### src/rtl/uart_reg_mstr_pkg.sv
// Shared types and constants for the UART reg-bus initiator.
// Optional timeout abort is built in with REG_MSTR_TIMEOUT_EN.
package uart_reg_mstr_pkg;

  localparam int REG_AW = 4;
  localparam int REG_DW = 8;

  localparam logic [REG_DW-1:0] RSP_ERR_DATA = '1;

  typedef enum logic [1:0] {
    IDLE,
    REQ,
    RSP
  } state_t;

endpackage

### src/rtl/uart_reg_master.sv
// Reg-bus initiator: one valid/ready command in, one reg-bus transaction out, one response back.
// Define REG_MSTR_TIMEOUT_EN to abort a REQ that sees no reg_ack within TO_CYC cycles.
module uart_reg_master
  import uart_reg_mstr_pkg::*;
#(
  parameter int AW     = REG_AW,
  parameter int DW     = REG_DW,
  parameter int TO_CYC = 255
) (
  input  logic          mclk,
  input  logic          reset_n,
  input  logic          cmd_valid,
  output logic          cmd_ready,
  input  logic          cmd_wr,
  input  logic [AW-1:0] cmd_addr,
  input  logic [DW-1:0] cmd_wdata,
  input  logic          cmd_be,
  output logic          rsp_valid,
  input  logic          rsp_ready,
  output logic [DW-1:0] rsp_rdata,
  output logic          rsp_err,
  output logic          reg_cs,
  output logic          reg_wr,
  output logic [AW-1:0] reg_addr,
  output logic [DW-1:0] reg_wdata,
  output logic          reg_be,
  input  logic [DW-1:0] reg_rdata,
  input  logic          reg_ack
);

  state_t state;
  state_t state_nxt;
  logic   accept;
  logic   req_ack;
  logic   to_hit;

  assign accept  = cmd_valid & cmd_ready;
  assign req_ack = (state == REQ) & reg_ack;

`ifdef REG_MSTR_TIMEOUT_EN
  localparam int CW = $clog2(TO_CYC + 1);

  logic [CW-1:0] to_cnt;

  // an ack in the expiry cycle still wins
  assign to_hit = (state == REQ) & ~reg_ack
                & (to_cnt == CW'(TO_CYC));

  // cycles spent waiting in REQ
  always_ff @(posedge mclk or negedge reset_n) begin
    if (!reset_n)
      to_cnt <= '0;
    else if (accept)
      to_cnt <= '0;
    else if (state == REQ)
      to_cnt <= to_cnt + CW'(1);
  end

  // error flag follows how REQ ended
  always_ff @(posedge mclk or negedge reset_n) begin
    if (!reset_n)
      rsp_err <= 1'b0;
    else if (req_ack)
      rsp_err <= 1'b0;
    else if (to_hit)
      rsp_err <= 1'b1;
  end
`else
  assign to_hit  = 1'b0;
  assign rsp_err = 1'b0;
`endif

  // state register
  always_ff @(posedge mclk or negedge reset_n) begin
    if (!reset_n)
      state <= IDLE;
    else
      state <= state_nxt;
  end

  // next-state logic
  always_comb begin
    state_nxt = state;
    unique case (state)
      IDLE: if (cmd_valid) state_nxt = REQ;
      REQ:  if (reg_ack || to_hit) state_nxt = RSP;
      RSP:  if (rsp_ready) state_nxt = IDLE;
      default: state_nxt = IDLE;
    endcase
  end

  // handshake outputs decoded from state
  always_comb begin
    cmd_ready = 1'b0;
    rsp_valid = 1'b0;
    unique case (1'b1)
      (state == IDLE): cmd_ready = 1'b1;
      (state == RSP):  rsp_valid = 1'b1;
      default: ;
    endcase
  end

  // reg-bus drive and response capture
  always_ff @(posedge mclk or negedge reset_n) begin
    if (!reset_n) begin
      reg_cs    <= 1'b0;
      reg_wr    <= 1'b0;
      reg_addr  <= '0;
      reg_wdata <= '0;
      reg_be    <= 1'b0;
      rsp_rdata <= '0;
    end else begin
      if (accept) begin
        reg_cs    <= 1'b1;
        reg_wr    <= cmd_wr;
        reg_addr  <= cmd_addr;
        reg_wdata <= cmd_wdata;
        reg_be    <= cmd_be;
      end
      if (req_ack) begin
        reg_cs    <= 1'b0;
        reg_wr    <= 1'b0;
        rsp_rdata <= reg_wr ? '0 : reg_rdata;
      end else if (to_hit) begin
        reg_cs    <= 1'b0;
        reg_wr    <= 1'b0;
        rsp_rdata <= '1;
      end
    end
  end

endmodule

### config.mk
export PLATFORM = sky130hd
export DESIGN_NAME = uart_reg_master
export DESIGN_NICKNAME = d
export VERILOG_FILES = /design/src/rtl/uart_reg_mstr_pkg.sv /design/src/rtl/uart_reg_master.sv
export SDC_FILE = /design/constraint.sdc
export NUM_CORES = 1
export LEC_CHECK = 0
export CAP_MARGIN = 20
export CORE_MARGIN = 2
export CORE_UTILIZATION = 42
export CTS_CLUSTER_SIZE = 10
export DETAILED_ROUTE_END_ITERATION = 6
export HOLD_SLACK_MARGIN = 0.03
export PLACE_DENSITY = 0.89
export SYNTH_ARGS = -nofsm -noshare
export SYNTH_HDL_FRONTEND = slang
export SYNTH_SLANG_ARGS = --single-unit
### constraint.sdc
create_clock -name mclk -period 3.6 [get_ports mclk]
set_clock_uncertainty 0.05 [all_clocks]
set_input_delay 0.9 -clock mclk [delete_from_list [all_inputs] [get_ports mclk]]
set_output_delay 0.9 -clock mclk [all_outputs]
set_load 0.01 [all_outputs]
Word-level counts from Yosys, hierarchy flattened
Index checks and enable logic that the tools add are counted.

word-level totals
  register bits = 25
  bits of input ports = 27
  word-level logic and storage cells = 28

operators by class
  equality and inequality tests = 5
  muxes and demuxes = 11
  bitwise gates (word level) = 2
  reductions and logical operators = 3

operators with widths
  kind                                                                   count
  8-bit two-way mux                                                      1
  1-bit two-way mux                                                      6
  2-bit two-way mux                                                      3
  2-bit != test, second input constant                                   3
  2-bit one-hot mux with 3 select lines                                  1
  3-bit AND reduction                                                    1
  1-bit bitwise AND                                                      2
  2-bit by 1-bit equality test with 1-bit output, second input constant  1
  2-bit equality test, second input constant                             1
  2-bit zero test                                                        1
  2-bit nonzero test                                                     1

Longest topological paths before layout
Gate-level depths: netlist of the first run.

  word-level depth = 5
  mapped depth = 5
  gate-level depth less buffers = 3

Worst setup path after synthesis of the first run
OpenSTA, ideal clock, no wires.

  path type = input to register
  start = input port cmd_valid
  end = register reg_addr[0]
  data arrival time = 1.697 ns
  required time = 3.425 ns
  path slack = 1.728 ns
  cell stages on the path = 4
  path buffers = 1
  path through = nor2b_2 -> nor2b_4 -> buf_12 -> mux2_4

between the ends
  longest elaborated chain between the ends = 1

RTL lines
  item                  line                    source
  from (decl)           uart_reg_master.sv:12   input logic cmd_valid,
  1-bit bitwise AND     uart_reg_master.sv:37   assign accept = cmd_valid & cmd_ready;
  to (signal assigned)  uart_reg_master.sv:116  reg_addr <= cmd_addr;
  to (decl)             uart_reg_master.sv:24   output logic [AW-1:0] reg_addr,

No other way between the ends.
A chain may end at the register's enable or synchronous reset.

Final worst setup path of the first run
  start = register state[0]
  end = output port rsp_valid

between the ends
  longest elaborated chain between the ends = 2

RTL lines
  item                    line                   source
  from (decl)             uart_reg_master.sv:31  state_t state;
  from (signal assigned)  uart_reg_master.sv:78  state <= state_nxt;
  2-bit equality test     uart_reg_master.sv:98  (state == RSP): rsp_valid = 1'b1;
  1-bit two-way mux       uart_reg_master.sv:96  unique case (1'b1)
  to (decl)               uart_reg_master.sv:18  output logic rsp_valid,

No other way between the ends.

==> impl_metrics.tcl, run 1 <==
set metrics [dict create \
    status "finished, final reports clean" \
    period_minus_slack_ns 2.620 \
    cts_tree "yes" \
    synthSimpleGateAreaFrac_pct 10.31 \
    place_area_um2 1572 \
    cts_buffers 3 \
    grt_usage_pct 15.59 \
    vias 802 \
    hold_buffers 0 \
    wl_per_cell_um 13.69 \
    diodes 0 \
    path_delay_family "buffers and inverters" \
    hold_path_startpoint "rsp_rdata[0]" \
    path_clk_slew_ns 0.14 \
    antenna_found_initial 0 \
    grt_pass1_wl_um 3208 \
    instances_no_fill 166 \
    rsz0062_at_grt "no" \
    yosys_warnings 0 \
    io_buffers 51 \
    post-place-cells 162 \
    drc_errors 0 \
    yosysSeqAreaShare_pct 59.24 \
    r2r-start "state[1]" \
    syn_avg_cell_area_um2 12.57 \
    synth_area_um2 1056 \
    stdcell_area_um2 1602 \
    worstSetupStartpoint "state[0]" \
    cts_resized 0 \
    antenna_left 0 \
    fmax_ghz 0.3817 \
    synth_mux_area_share_pct 17.42 \
    finalSetupViolations 0 \
    fill_cells 188 \
    finalHoldViolations 0 \
    htreeDepth 1 \
    cp_max_fo 9 \
    arrival_ns 1.67 \
    routabilityCongestion 0.6189 \
    rows 18 \
    first_pass_iters 4 \
    synth_compound_area_share_pct 7.820 \
    slowest_stage "clkdlybuf4s50_1" \
    core_region_area_um2 2432 \
    synth_cells 84 \
    fin_crit_sh_pct 72.78 \
    synth_seq_cells 25 \
    syn2layout_area_growth_pct 51.66 \
    cts_sinks 25 \
    routed_wirelength_um 2273 \
    crit_required_ns 2.65 \
    finalSetupTns_ns 0 \
    slew_violations 0 \
    drive_gt1_share_pct 14.71 \
    path_cells "or2b_1, inv_1, clkdlybuf4s50_1" \
    crit_path_end_kind "output pin" \
    grt_max_degree 26 \
    cts_root_buf "clkbuf_4" \
    hpwlAfterDp_um 1744 \
    hp-class "reg -> reg" \
    p_per_area_nw_per_um2 794.1 \
    fp.dieW_um 54.14 \
    synth_nets 111 \
    relSlewSlack_pct 65.76 \
    crit_path_max_incr_delay_ns 0.53 \
    die_y_um 54.14 \
    post_cts_buffers 0 \
    ys_types 20 \
    globalRouteOverflowTotal 0 \
    ir_worst_vdd_v 0.0004690 \
    io_pins 53 \
    worstSetupPathType "reg -> out" \
    path_buf_inv 2 \
    grt_pass1_vias 715 \
    worstMarginPinSlew_ns 0.5121 \
    drt_iter0_drc 5 \
    synth_top_family_by_area "multiplexers" \
    yosys.area_share.xor_xnor_pct 0 \
    clk_latency_ns 0.32 \
    synth_fa_ha_area_share_pct 0 \
    p_leak_uw 0.0007061 \
    routed_via_density 4.831 \
    final_nets 164 \
    max_cap_viol_count 0 \
    startpoint_type "register" \
    dieArea_um2 2931 \
    cts_max_path_buffers 2 \
    start_util_pct 43.42 \
]
## sequential cells by signal, summed over array words and instances (netlist names)
name and cells:
reg_wr 1, state 2, rsp_rdata 8, reg_wdata 8, reg_cs 1, reg_be 1
reg_addr 4
## layout by cell type, fill, tap and decap left out, types with 2 or more instances in the layout
master,netlist,final
dfrtp_1,25,25
o21ai_0,11,11
inv_1,2,2
clkdlybuf4s50_1,0,51
clkbuf_4,0,3
nand2_1,16,16
nor2_1,3,3
mux2_4,10,10
mux2_2,3,3
## per-layer routing
metal | GRT usage [%] | share of wire (%)
met4 | 7.500 | 1.9
met2 | 25.50 | 50
met1 | 20.36 | 42
met5 | 0 | 0
met3 | 1.944 | 6.0
## stage by stage
| stage | setup WS (ns) | util, % | power [µW] | hold WS (ns) |
|---|---|---|---|---|
| 3_5_place_dp | 0.9260 | 64.61 | 1159 | 0.4282 |
| 2_1_floorplan | 1.728 | - | 833.3 | 0.4473 |
| 5_1_grt | 0.8913 | 65.84 | 1354 | 0.4890 |
| 4_1_cts | 0.9598 | 65.84 | 1288 | 0.4641 |
| 6_report | 0.9800 | 65.84 | 1272 | 0.4574 |
| 3_3_place_gp | 1.017 | 64.61 | 1133 | 0.4119 |
## logic make-up after synthesis
logic type      after synthesis
compound gates               15
mux                          13
flops                        25
simple gates                 23
other cells                   1
buf+inv                       7
## power by group
part           internal, µW  switching (µW)  leakage (µW)
Clock                  42.4            83.9     0.0000139
Combinational           404             242      0.000389
Sequential              413            86.1      0.000303
Total                   859             412      0.000706
## worst reg2reg max path, cell delays in order (launching register included)
cell	delay [ns]
dfrtp_1	0.46
nor2b_2	0.18
nor2b_4	0.48
mux2_2	0.40
## worst paths after layout
| path | slack, ns | cells after the start | end |
|---|---|---|---|
| worst max-delay path | 0.98 | 3 | rsp_valid |
| worst min-delay path | 0.46 | 2 | rsp_rdata[0] |
| worst max register to register | 1.92 | 3 | reg_wdata[6] |
| worst min register to register | 0.46 | 2 | rsp_rdata[0] |
| max in group asynchronous | 2.39 | 2 | reg_be |
| min in group asynchronous | 0.87 | 2 | rsp_rdata[5] |
## cell usage after synthesis, drive strengths merged
library cell  number  area [µm²]
dfrtp             25       625.6
nand2             16       60.06
mux2              13       183.9
o21ai             11       55.05
buf                4       40.03
nor2               3       11.26
inv                2       7.510
nor2b              2       22.52
a211oi             1       7.510
a21oi              1       5.000
a2bb2oi            1       8.760
clkinv             1       3.750
conb               1       3.750
nand3b             1       7.510
o22ai              1       6.260
or2b               1       7.510
## cell type report
class	instances	area [µm²]	share of cell area [%]
clock buffers	3	22.52	1.406
clock inverters	1	7.507	0.4687
inverters	3	11.26	0.7031
multi-input cells	52	379.1	23.67
flip-flops and latches	25	625.6	39.06
well taps	30	37.54	2.344
repair buffers	52	518.0	32.34
Power figures use the tool's default switching activity.
==> inputs of run 2 (changes only) <==
CORE_UTILIZATION = 35   (was 42)
PLACE_DENSITY = 0.79   (was 0.89)
clock period = 2.3 ns   (was 3.6 ns; I/O delays follow)
==> run 2 against run 1 <==
Power up 58%. Count of clock-buffer cells in the layout unchanged. Register-to-register slack worse by 1.1 ns. Worst setup slack worse by 0.89 ns. First-iteration DRC count rose to 5.6 times the previous value. Final cell count up 1.8%. Core utilization down 7.8 points. Sequential cell count unchanged. Via count down 1.2%. Design area up 1.7%. Critical endpoint unchanged. The run now ends with DRC left. Critical path depth unchanged.
==> impl_metrics.tcl, run 2 (same netlist as run 1, synthesis figures left out) <==
set metrics [dict create \
    dieArea_um2 3473 \
    die_y_um 58.93 \
    status "finished with violations" \
    syn2layout_area_growth_pct 54.27 \
    relSlewSlack_pct 65.13 \
    wl_per_cell_um 12.78 \
    finalSetupViolations 0 \
    routed_via_density 4.686 \
    core_region_area_um2 2805 \
    final_nets 166 \
    comb_power_share_pct 52.4 \
    place_area_um2 1600 \
    routabilityCongestion 0.7516 \
    cts_buffers 3 \
    drt_iter0_drc 28 \
    top_regs "reg_wdata: 8 flops, rsp_rdata: 8 flops, reg_addr: 4 flops" \
    p_leak_uw 0.0007221 \
    grt_pass1_vias 753 \
    slowest_stage "clkdlybuf4s50_1" \
    finalHoldViolations 0 \
    worstMarginPinSlew_ns 0.5215 \
    grt_usage_pct 13.14 \
    grt_max_degree 26 \
    crit_required_ns 1.67 \
    fp.dieW_um 58.93 \
    crit_path_end_kind "output pin" \
    antenna_left 0 \
    finalSetupTns_ns 0 \
    antenna_found_initial 0 \
    first_pass_iters 7 \
    fill_cells 243 \
    cts_root_buf "clkbuf_4" \
    p_per_area_nw_per_um2 1236 \
    globalRouteOverflowTotal 0 \
    power.clock.fraction_pct 9.3 \
    final_common_cell "clkdlybuf4s50_1" \
    failed_checks "DRC" \
    diodes 0 \
    ir_worst_vdd_v 0.0005111 \
    cp_max_fo 6 \
    vias 792 \
    post_cts_buffers 0 \
    hpwlAfterDp_um 1695 \
    final_cell_mix "51 x clkdlybuf4s50_1, 24 x dfrtp_1, 16 x nand2_1, 11 x o21ai_0, 10 x mux2_4" \
    io_pins 53 \
    path_cells "or2b_1, inv_1, clkdlybuf4s50_1" \
    path_delay_family "buffers and inverters" \
    fin_crit_sh_pct 96.09 \
    power_frac_seq_pct 38.3 \
    path_clk_slew_ns 0.13 \
    worstSetupPathType "reg -> out" \
    hp-class "reg -> reg" \
    drc_errors 6 \
    max_cap_viol_count 0 \
    cts_tree "yes" \
    period_minus_slack_ns 2.210 \
    rows 19 \
    htreeDepth 1 \
    switching_share_pct 31.55 \
    rsz0062_at_grt "no" \
    startpoint_type "register" \
    grt_pass1_wl_um 3456 \
    cts_sinks 25 \
    start_util_pct 37.64 \
    slew_violations 0 \
    cts_max_path_buffers 2 \
    path_buf_inv 2 \
    post-place-cells 165 \
    instances_no_fill 169 \
    arrival_ns 1.58 \
    fmax_ghz 0.4525 \
    drive_gt1_share_pct 16.67 \
    clk_latency_ns 0.31 \
    crit_path_max_incr_delay_ns 0.53 \
    routed_wirelength_um 2160 \
    p_int_uw 1378 \
    io_buffers 51 \
    switching_power_uw 635.4 \
    stdcell_area_um2 1629 \
]
-- run 2: changes by cell type in the layout (fill, tap and decap cells not counted), sizes merged --
| cell | previous run | this run |
|---|---|---|
| clkinv | 1 | 2 |
| clkinvlp | 1 | 0 |
| buf | 1 | 3 |
-- run 2: path summary, 6_finish.rpt --
check,start,end,slack (ns),cells after the start
max in group asynchronous,reset_n,state[1],1.38,2
worst max-delay path,state[0],rsp_valid,0.09,3
worst max register to register,state[1],reg_wdata[6],0.84,4
worst min-delay path,rsp_rdata[0],rsp_rdata[0],0.45,2
min in group asynchronous,reset_n,reg_wdata[2],0.56,2
worst min register to register,rsp_rdata[0],rsp_rdata[0],0.45,2
-- run 2: worst min-delay path: stages (launching register included) --
cell     delay [ns]
dfrtp_1        0.37
nand2_1        0.05
o21ai_0        0.06
-- run 2: per-stage QoR --
step                      setup WS (ns)  hold WS, ns  power (µW)  util, %
after global placement           0.2164       0.4136        1825    57.05
after detailed placement         0.1723       0.4249        1848    57.05
after CTS                       0.03936       0.4547        2041    58.03
final                           0.09004       0.4541        2014    58.07
after floorplan                  0.7527       0.2294        1304        -
after global routing           0.008220       0.4837        2151    58.07
-- run 2: routing by layer --
metal | part of all wire [%] | global-route usage (%) | vias to the layer above
met1 | 47 | 18.72 | 363
met3 | 8.9 | 2.857 | 4
met4 | 0.88 | 4.870 | 0
met2 | 43 | 19.68 | 36
met5 | 0 | 0 | -
li1 | - | - | 389
-- run 2: final cells by class --
type,count,area (µm²),area share [%]
clock inverters,1,5.005,0.3072
inverters,3,11.26,0.6912
flip-flops and latches,25,626.9,38.48
repair buffers,54,545.5,33.49
clock buffers,3,22.52,1.382
well taps,31,38.79,2.381
multi-input cells,52,379.1,23.27
-- run 2: power groups by stage --
stage	combinational [µW]	clock [µW]	sequential (µW)
3_5_place_dp	1060	0	785
4_1_cts	1070	197	775
3_3_place_gp	1050	0	778
6_report	1060	186	772
5_1_grt	1130	212	804
2_1_floorplan	448	0	856
-- run 2: timing repair --
action | in CTS | in global routing
hold buffers | 0 | 0
endpoints found under the setup margin | 0 | 1
endpoints found under the hold margin | 0 | 0
resized for setup | 0 | 1
